$ cat src/rtl/tx_sequence_modulator.sv
// Transmit-side sequence modulator: plays one of 16 feeder sequences as BPSK
// chips on an fs/4 carrier, one signed 16-bit sample per new-sample trigger.
module tx_sequence_modulator #(
    parameter int SEQ_LEN          = 511,
    parameter int SAMPLES_PER_CHIP = 20,
    parameter int AMPLITUDE        = 16384
) (
    input  logic               ctx_clk,
    input  logic               rtx_rst,
    input  logic               etx_en,
    input  logic               inew_sample_trig,
    input  logic               istart,
    input  logic [3:0]         iseq_select,
    input  logic [15:0]        isequences_bits,
    output logic               onext_bit_req,
    output logic signed [15:0] osample,
    output logic               osample_valid,
    output logic               obusy,
    output logic               odone
);

    localparam int CHIP_W = (SEQ_LEN > 1) ? $clog2(SEQ_LEN) : 1;
    localparam int SAMP_W = $clog2(SAMPLES_PER_CHIP);

    localparam logic [CHIP_W-1:0] LAST_CHIP   = CHIP_W'(SEQ_LEN - 1);
    localparam logic [SAMP_W-1:0] LAST_SAMPLE = SAMP_W'(SAMPLES_PER_CHIP - 1);

    localparam logic signed [15:0] AMP_POS = 16'(AMPLITUDE);
    localparam logic signed [15:0] AMP_NEG = 16'(-AMPLITUDE);

    localparam logic [1:0] ST_IDLE = 2'd0;
    localparam logic [1:0] ST_LOAD = 2'd1;
    localparam logic [1:0] ST_TX   = 2'd2;
    localparam logic [1:0] ST_DONE = 2'd3;

    logic [1:0]         state_q, state_d;
    logic [3:0]         sel_q, sel_d;
    logic               rchip_q, rchip_d;
    logic               rchip_next_q, rchip_next_d;
    logic               fetch_pend_q, fetch_pend_d;
    logic [SAMP_W-1:0]  sample_cnt_q, sample_cnt_d;
    logic [CHIP_W-1:0]  chip_cnt_q, chip_cnt_d;
    logic [1:0]         phase_q, phase_d;
    logic signed [15:0] osample_q, osample_d;
    logic               valid_q, valid_d;
    logic               req;
    logic               run;
    logic [CHIP_W-1:0]  chip_inc;
    logic [15:0]        sel_hit;
    logic               sel_bit;

    assign run      = etx_en & ~rtx_rst;
    assign chip_inc = chip_cnt_q + CHIP_W'(1);

    // One-hot select of the latched sequence's current feeder bit.
    for (genvar gi = 0; gi < 16; gi++) begin : g_sel
        assign sel_hit[gi] = isequences_bits[gi] & (sel_q == 4'(gi));
    end
    assign sel_bit = |sel_hit;

    function automatic logic signed [15:0] modulate(input logic chip, input logic [1:0] p);
        logic signed [15:0] carrier;
        case (p)
            2'd1:    carrier = AMP_POS;
            2'd3:    carrier = AMP_NEG;
            default: carrier = 16'sd0;
        endcase
        return chip ? carrier : -carrier;
    endfunction

    always_comb begin
        state_d      = state_q;
        sel_d        = sel_q;
        rchip_d      = rchip_q;
        rchip_next_d = rchip_next_q;
        fetch_pend_d = 1'b0;
        sample_cnt_d = sample_cnt_q;
        chip_cnt_d   = chip_cnt_q;
        phase_d      = phase_q;
        osample_d    = osample_q;
        valid_d      = 1'b0;
        req          = 1'b0;

        // Feeder data is valid the cycle after a request.
        if (fetch_pend_q) begin
            rchip_next_d = sel_bit;
        end

        case (state_q)
            ST_IDLE: begin
                osample_d = 16'sd0;
                if (istart) begin
                    sel_d   = iseq_select;
                    req     = 1'b1;
                    state_d = ST_LOAD;
                end
            end
            ST_LOAD: begin
                rchip_d      = sel_bit;
                req          = 1'b1;
                fetch_pend_d = 1'b1;
                sample_cnt_d = '0;
                chip_cnt_d   = '0;
                phase_d      = 2'd0;
                state_d      = ST_TX;
            end
            ST_TX: begin
                if (inew_sample_trig) begin
                    osample_d = modulate(rchip_q, phase_q);
                    valid_d   = 1'b1;
                    phase_d   = phase_q + 2'd1;
                    if (sample_cnt_q < LAST_SAMPLE) begin
                        sample_cnt_d = sample_cnt_q + SAMP_W'(1);
                    end else if (chip_cnt_q < LAST_CHIP) begin
                        sample_cnt_d = '0;
                        chip_cnt_d   = chip_inc;
                        rchip_d      = rchip_next_q;
                        // The last chip was already prefetched; never read past it.
                        if (chip_inc != LAST_CHIP) begin
                            req          = 1'b1;
                            fetch_pend_d = 1'b1;
                        end
                    end else begin
                        state_d = ST_DONE;
                    end
                end
            end
            default: begin
                osample_d = 16'sd0;
                state_d   = ST_IDLE;
            end
        endcase
    end

    always_ff @(posedge ctx_clk) begin
        if (rtx_rst || !etx_en) begin
            state_q      <= ST_IDLE;
            sel_q        <= 4'd0;
            rchip_q      <= 1'b0;
            rchip_next_q <= 1'b0;
            fetch_pend_q <= 1'b0;
            sample_cnt_q <= '0;
            chip_cnt_q   <= '0;
            phase_q      <= 2'd0;
            osample_q    <= 16'sd0;
            valid_q      <= 1'b0;
        end else begin
            state_q      <= state_d;
            sel_q        <= sel_d;
            rchip_q      <= rchip_d;
            rchip_next_q <= rchip_next_d;
            fetch_pend_q <= fetch_pend_d;
            sample_cnt_q <= sample_cnt_d;
            chip_cnt_q   <= chip_cnt_d;
            phase_q      <= phase_d;
            osample_q    <= osample_d;
            valid_q      <= valid_d;
        end
    end

    assign onext_bit_req = req & run;
    assign osample       = osample_q;
    assign osample_valid = valid_q;
    assign obusy         = (state_q == ST_LOAD) || (state_q == ST_TX);
    assign odone         = (state_q == ST_DONE);

endmodule

$ cat config.mk
export PLATFORM = sky130hd
export DESIGN_NAME = tx_sequence_modulator
export DESIGN_NICKNAME = d
export VERILOG_FILES = /design/src/rtl/tx_sequence_modulator.sv
export SDC_FILE = /design/constraint.sdc
export NUM_CORES = 1
export LEC_CHECK = 0
export BUFFER_PORTS_ARGS = -buffer_cell sky130_fd_sc_hd__buf_2
export CORE_ASPECT_RATIO = 0.9
export CORE_UTILIZATION = 56
export CTS_BUF_LIST = sky130_fd_sc_hd__clkbuf_4 sky130_fd_sc_hd__clkbuf_8 sky130_fd_sc_hd__clkbuf_16
export DETAILED_ROUTE_END_ITERATION = 10
export PLACE_DENSITY = 0.93
export SYNTH_ARGS = -nofsm -noshare
export SYNTH_HDL_FRONTEND = slang
export SYNTH_SLANG_ARGS = --single-unit
$ cat constraint.sdc
create_clock -name ctx_clk -period 4.7 [get_ports ctx_clk]
set_clock_uncertainty 0.15 [all_clocks]
set_input_delay 0.47 -clock ctx_clk [delete_from_list [all_inputs] [get_ports ctx_clk]]
set_output_delay 0.47 -clock ctx_clk [all_outputs]
set_load 0.005 [all_outputs]
==> results of run 1 <==
## registers in the layout, summed over array words and instances, names as in the netlist, 2 cells and up
register / cells
chip_cnt_q: 9
osample: 2
phase_q: 2
sample_cnt_q: 5
sel_q: 4
state_q: 2
## final timing paths
| path | start | endpoint | depth (start not counted) |
|---|---|---|---|
| worst max-delay path | state_q[0] | onext_bit_req | 8 |
| worst min-delay path | iseq_select[0] | sel_q[0] | 3 |
| worst max register to register | state_q[0] | rchip_q | 7 |
| worst min register to register | osample[15] | osample[15] | 2 |
## where the power goes
part	total [mW]	internal [mW]	switching, mW
clock	0.162	0.0864	0.0753
sequential	0.243	0.240	0.00288
combinational	0.0501	0.0218	0.0283
total	0.455	0.348	0.106
## cells in the mapped netlist (all sizes together), types with 3 or more instances
library cell | number | share of area [%]
or3 | 3 | 1.1
a31oi | 6 | 2.2
dfxtp | 28 | 32
mux4 | 4 | 5.2
clkbuf | 5 | 1.2
ha | 10 | 7.2
and2 | 3 | 1.3
nand2 | 18 | 3.9
mux2i | 7 | 4.0
nand2b | 3 | 1.1
nor2b | 3 | 1.1
nand4 | 5 | 1.8
nand3 | 15 | 4.3
a311oi | 4 | 2.0
nor2 | 18 | 4.3
mux2 | 3 | 1.9
inv | 7 | 1.5
buf | 18 | 8.4
o21ai | 6 | 1.7
a21oi | 18 | 5.2
## cell families (layout without fill, tap and decap cells)
family,after synthesis,after routing,share of synthesized area (%)
mux,14,14,11.2
simple gates,74,74,21.4
xor+xnor,3,3,1.51
other cells,1,14,0.216
fa+ha+maj,10,10,7.19
compound gates,43,43,15.2
buf+inv,30,41,11.1
flops,28,28,32.2
## area by class of cell
cell class,instances,area (µm²),share of cell area (%)
tap,40,50.0,2.67
multi-input combinational,158,1030,55.2
clock buffer,3,22.5,1.20
timing repair buffer,30,150,8.01
inverter,7,26.3,1.40
clock inverter,1,30.0,1.60
sequential,28,561,29.9
## metrics by stage
stage                     setup WS [ns]  instances  cell area, µm²  utilization (%)
final                              1.56        267            1870             66.0
after floorplan                    2.40        216            1790                -
after global routing               1.36        267            1870             66.0
after detailed placement           1.98        263            1820             64.2
after global placement             2.06        263            1820             64.2
after CTS                          1.58        267            1870             66.0
## metal layers
metal	share of wire, %	vias to the layer above
li1	-	745
met1	44	705
met2	46	96
met3	7.1	19
met4	2.7	0
met5	0	-
## worst max-delay path, delay by kind of cell (launching register included)
family | cells | cell delay, ns
AO/OA/AOI/OAI | 2 | 0.46
adder cells (fa/ha/maj) | 1 | 0.32
buffers and inverters | 2 | 0.26
flip-flops | 1 | 0.36
AND/OR/NAND/NOR | 3 | 0.79
## cells in the final DEF, fill, tap and decap left out, types with 5 or more instances in the layout
cell,instances
conb_1,14
nand2_1,18
ha_1,10
a31oi_1,6
inv_1,7
dfxtp_1,28
buf_2,30
a21oi_1,18
mux2i_1,7
nand4_1,5
o21ai_0,5
nand3_1,15
nor2_1,17
==> results.toml, run 1 <==
[synthesis]
synth-seq-area-share_pct = 32.2
synth.cell_area_um2 = 1740
synth_cells = 203
synth_enable_flop_cells = 0
synth-async-reset-ratio_pct = 0
yosys_warnings = 0
yosys.cell_types.count = 42
postSynth.topFlopCell = "dfxtp_1"
postSynthRegisterBits = 28
syn_area_per_cell_um2 = 8.57

[detailed_routing]
finalWirelength_um = 3710
vias = 1565
routedWlPerCell_um = 13.9
firstDrtPassIters = 6
post-route-drc-count = 0
postRouteAntennaNets = 0
initialDrtViolationCount = 76
vias_per_cell = 5.86

[setup_path]
worst_path_slowest_cell = "dfxtp_1"
critical_path_arrival_ns = 2.52
worstPathCellList = "inv_1, ha_1, and2_2, nand3_1, nor2_4, o31ai_1, a311oi_1, buf_2"
critical_path_peak_fanout = 12
reg2reg_slack_ns = 2.29
critPathCaptureType = "output port"
critPathLaunchType = "register"
timing.critical_path.required_ns = 4.08
ws_path_type = "register to output port"
crit_path_max_incr_delay_ns = 0.36

[clock_network]
postCtsResizedCells = 0
clockRootBuffer = "clkbuf_4"
clock_buffer_count_from_cts = 3
cts_hold_buf = 0
clock_tree_from_tritoncts = "yes"
insertion_delay_ns = 0.34
cts_htree_levels = 1
clk_pin_slew_ns = 0.14
clock_sink_count = 28
postCtsSetupRepairBufs = 0
clock_tree.buffer_depth = 2

[global_routing]
grt_first_pass_wirelength_um = 5810
number_of_global_route_vias_before_repair = 1270
grtUsageMet2_pct = 37.7
grtUsageMet3_pct = 3.31
antenna_found_initial = 0
highest_utilization_routing_layer_at_the_global_route_stage = "met2"
grt_max_degree = 28
grt_use_met1_pct = 32.9
track_usage_pct = 23.8
total_global_routing_overflow = 0

[die]
die_area_um2 = 3330
dieWidth_um = 60.7
floorplan.initialDensity_pct = 61.3
die_h_um = 54.9
core_region_um2 = 2840
top_level_ports = 45
num_rows = 18

[sta]
setup_viol = 0
grt_setup_unrepaired = "false"
setup_total_negative_slack_ns = 0
slew_violations = 0
finalCritPeriodShare_pct = 66.9
period_minus_slack_ns = 3.14
worst-slew-pin-transition_ns = 0.987
clock.fmax_mhz = 318
final_hold_viol_count = 0
timing.hold.ws_ns = 0.221
maxSlewHeadroom_pct = 34.2

[final_layout]
num-nets-final = 263
num-fill-cells = 236
diodes = 0
flow.area_growth_from_synthesis_pct = 7.77
drive_above_1_share_pct = 19.8

[worst_hold_path]
worstHoldPathType = "input port to register"

[power_and_ir_drop]
totalPowerFinal_mw = 0.455
power-per-cell-area_nw_per_um2 = 243
vdd.ir_drop.worst_mv = 0.231
static-leakage-power_nw = 0.719

[placed_design]
place.detailed.hpwl_um = 2670
gp_routability_congestion = 0.947
port_buffers = 30

[run_status]
run_status = "complete, no violations"

[job]
cap_viol_max_count = 0
Power figures use the tool's default switching activity.
==> run 2: changes to the inputs <==
ABC_AREA = 1   (was default)
CORE_UTILIZATION = 53   (was 56)
PLACE_DENSITY = 0.88   (was 0.93)
clock period = 3.06 ns   (was 4.7 ns; I/O delays follow)
==> results.toml, run 2 <==
[global_routing]
grt_max_degree = 17
grtUsageMet2_pct = 36.0
highest_utilization_routing_layer_at_the_global_route_stage = "met2"
grt_use_met1_pct = 25.6
antenna_found_initial = 0
total_global_routing_overflow = 0
number_of_global_route_vias_before_repair = 1472
grt_first_pass_wirelength_um = 6090
track_usage_pct = 20.8
grtUsageMet3_pct = 3.80

[power_and_ir_drop]
sw_frac_of_total_pct = 39.3
share_seq_of_total_power_pct = 38.3
static-leakage-power_nw = 0.930
netSwitchingPower_mw = 0.425
combPwrFrac_pct = 40.8
vdd.ir_drop.worst_mv = 0.378
power-per-cell-area_nw_per_um2 = 539
cell_internal_pwr_mw = 0.657
pwr-share-clk_pct = 20.8

[sta]
setup_viol = 0
final_hold_viol_count = 0
slew_violations = 0
grt_setup_unrepaired = "false"
finalCritPeriodShare_pct = 82.2
clock.fmax_mhz = 398
timing.hold.ws_ns = 0.158
setup_total_negative_slack_ns = 0
period_minus_slack_ns = 2.52

[clock_network]
cts_hold_buf = 0
clock_sink_count = 28
clock_tree.buffer_depth = 2
clockRootBuffer = "clkbuf_8"
clock_buffer_count_from_cts = 3
cts_htree_levels = 1
postCtsSetupRepairBufs = 0
insertion_delay_ns = 0.27
clk_pin_slew_ns = 0.09
postCtsResizedCells = 0
clock_tree_from_tritoncts = "yes"

[final_layout]
mostFrequentLayoutCells = "nand2_1 (72), inv_1 (40), buf_2 (30)"
diodes = 0
num-fill-cells = 298
largestRegisters = "chip_cnt_q x9, sample_cnt_q x5, sel_q x4"
num-nets-final = 340
max_flop_register = "chip_cnt_q"
most_common_cell_after_layout_fill_and_taps_aside = "nand2_1"
finalCoreUtilization_pct = 63.5
post_layout_nonfiller_instances = 346
regArea_um2 = 561
drive_above_1_share_pct = 16.1
stdcell_area_um2 = 2010
largest_register_ffs = 9
multi_input_area_um2 = 1020
flow.area_growth_from_synthesis_pct = 10.5

[die]
top_level_ports = 45
die_h_um = 57.5
floorplan.initialDensity_pct = 57.5
core_region_um2 = 3160
dieWidth_um = 63.7
die_area_um2 = 3670
num_rows = 19

[placed_design]
numPlacedInstances = 342
place.detailed.hpwl_um = 2770
cell_area_placed_um2 = 1950
gp_routability_congestion = 0.911
port_buffers = 30

[detailed_routing]
vias = 1716
finalWirelength_um = 3500
post-route-drc-count = 0
postRouteAntennaNets = 0
initialDrtViolationCount = 57
firstDrtPassIters = 4
vias_per_cell = 4.96
routedWlPerCell_um = 10.1

[worst_hold_path]
worstHoldPathType = "input port to register"

[synthesis]
post_synth_main_area_contributors = "dfxtp_1 (31%), nand2_1 (15%), inv_1 (8.3%)"
synthMostInstantiatedCell = "nand2_1"
syn_area_per_cell_um2 = 6.65
synth-seq-area-share_pct = 30.9
synth-async-reset-ratio_pct = 0
yosys.cell_types.count = 31
synth_cells = 273
synth_enable_flop_cells = 0
synth_top_cells_by_count = "nand2_1 (72), inv_1 (40), dfxtp_1 (28)"
yosys_warnings = 0
synth.cell_area_um2 = 1820
postSynthRegisterBits = 28
postSynth.topFlopCell = "dfxtp_1"
synth_area_leader_cell = "dfxtp_1"
yosysTopAreaCellShare_pct = 30.9

[setup_path]
critical_path_arrival_ns = 2.06
critPathLaunchType = "register"
critical_path_peak_fanout = 8
ws_path_type = "register to output port"
critPathCaptureType = "output port"
timing.critical_path.required_ns = 2.60

[run_status]
run_status = "complete, no violations"

[job]
cap_viol_max_count = 0
## run 2: final timing paths
kind	start	endpoint	slack, ns	cells past startpoint
hold reg to reg	sel_q[2]	sel_q[2]	0.32	2
setup reg to reg	state_q[0]	chip_cnt_q[6]	1.14	9
setup / recovery	state_q[0]	onext_bit_req	0.54	12
hold / removal	iseq_select[1]	sel_q[1]	0.16	3
## run 2: worst max-delay path: stages (launching register included)
cell and delay [ns]:
dfxtp_1 0.38, inv_1 0.09, ha_1 0.30, inv_2 0.16
nor2_4 0.05, inv_2 0.08, nand2_2 0.07, nor2_2 0.25
nand2_1 0.13, nand3_1 0.09, nand2_1 0.05, inv_1 0.05
buf_2 0.10
## run 2: cell type report
class                      instances  area share (%)
clock buffer                       4            2.74
timing repair buffer              31            7.86
multi-input combinational        198            50.8
sequential                        28            27.9
tap                               42            2.62
inverter                          43            8.04
## run 2: cells by family after synthesis
| group | Yosys count | share of synthesized area (%) |
|---|---|---|
| AOI/OAI and AO/OA | 43 | 13.9 |
| other | 1 | 0.206 |
| xor gates and xnor gates | 3 | 1.45 |
| buffers and inverters | 60 | 15.7 |
| DFF | 28 | 30.9 |
| and+or+nand+nor | 128 | 31.0 |
| adders and majority gates | 10 | 6.89 |
## run 2: per-stage QoR
| stage | power [mW] | worst slack (ns) |
|---|---|---|
| floorplan | 0.766 | 1.16 |
| global placement | 0.853 | 0.951 |
| detailed placement | 0.864 | 0.845 |
| CTS | 1.09 | 0.523 |
| global route | 1.17 | 0.347 |
| finish | 1.08 | 0.544 |
## run 2: layer usage
layer | up-vias | wire length, µm
li1 | 903 | -
met1 | 752 | 1610
met2 | 54 | 1660
met3 | 7 | 170
met4 | 0 | 61
met5 | - | 0
## run 2: power groups by stage
stage / clock network [mW] / logic [mW] / registers (mW)
floorplan: 0 / 0.348 / 0.419
global placement: 0 / 0.432 / 0.421
detailed placement: 0 / 0.440 / 0.424
CTS: 0.233 / 0.443 / 0.415
global route: 0.248 / 0.499 / 0.418
finish: 0.225 / 0.442 / 0.415
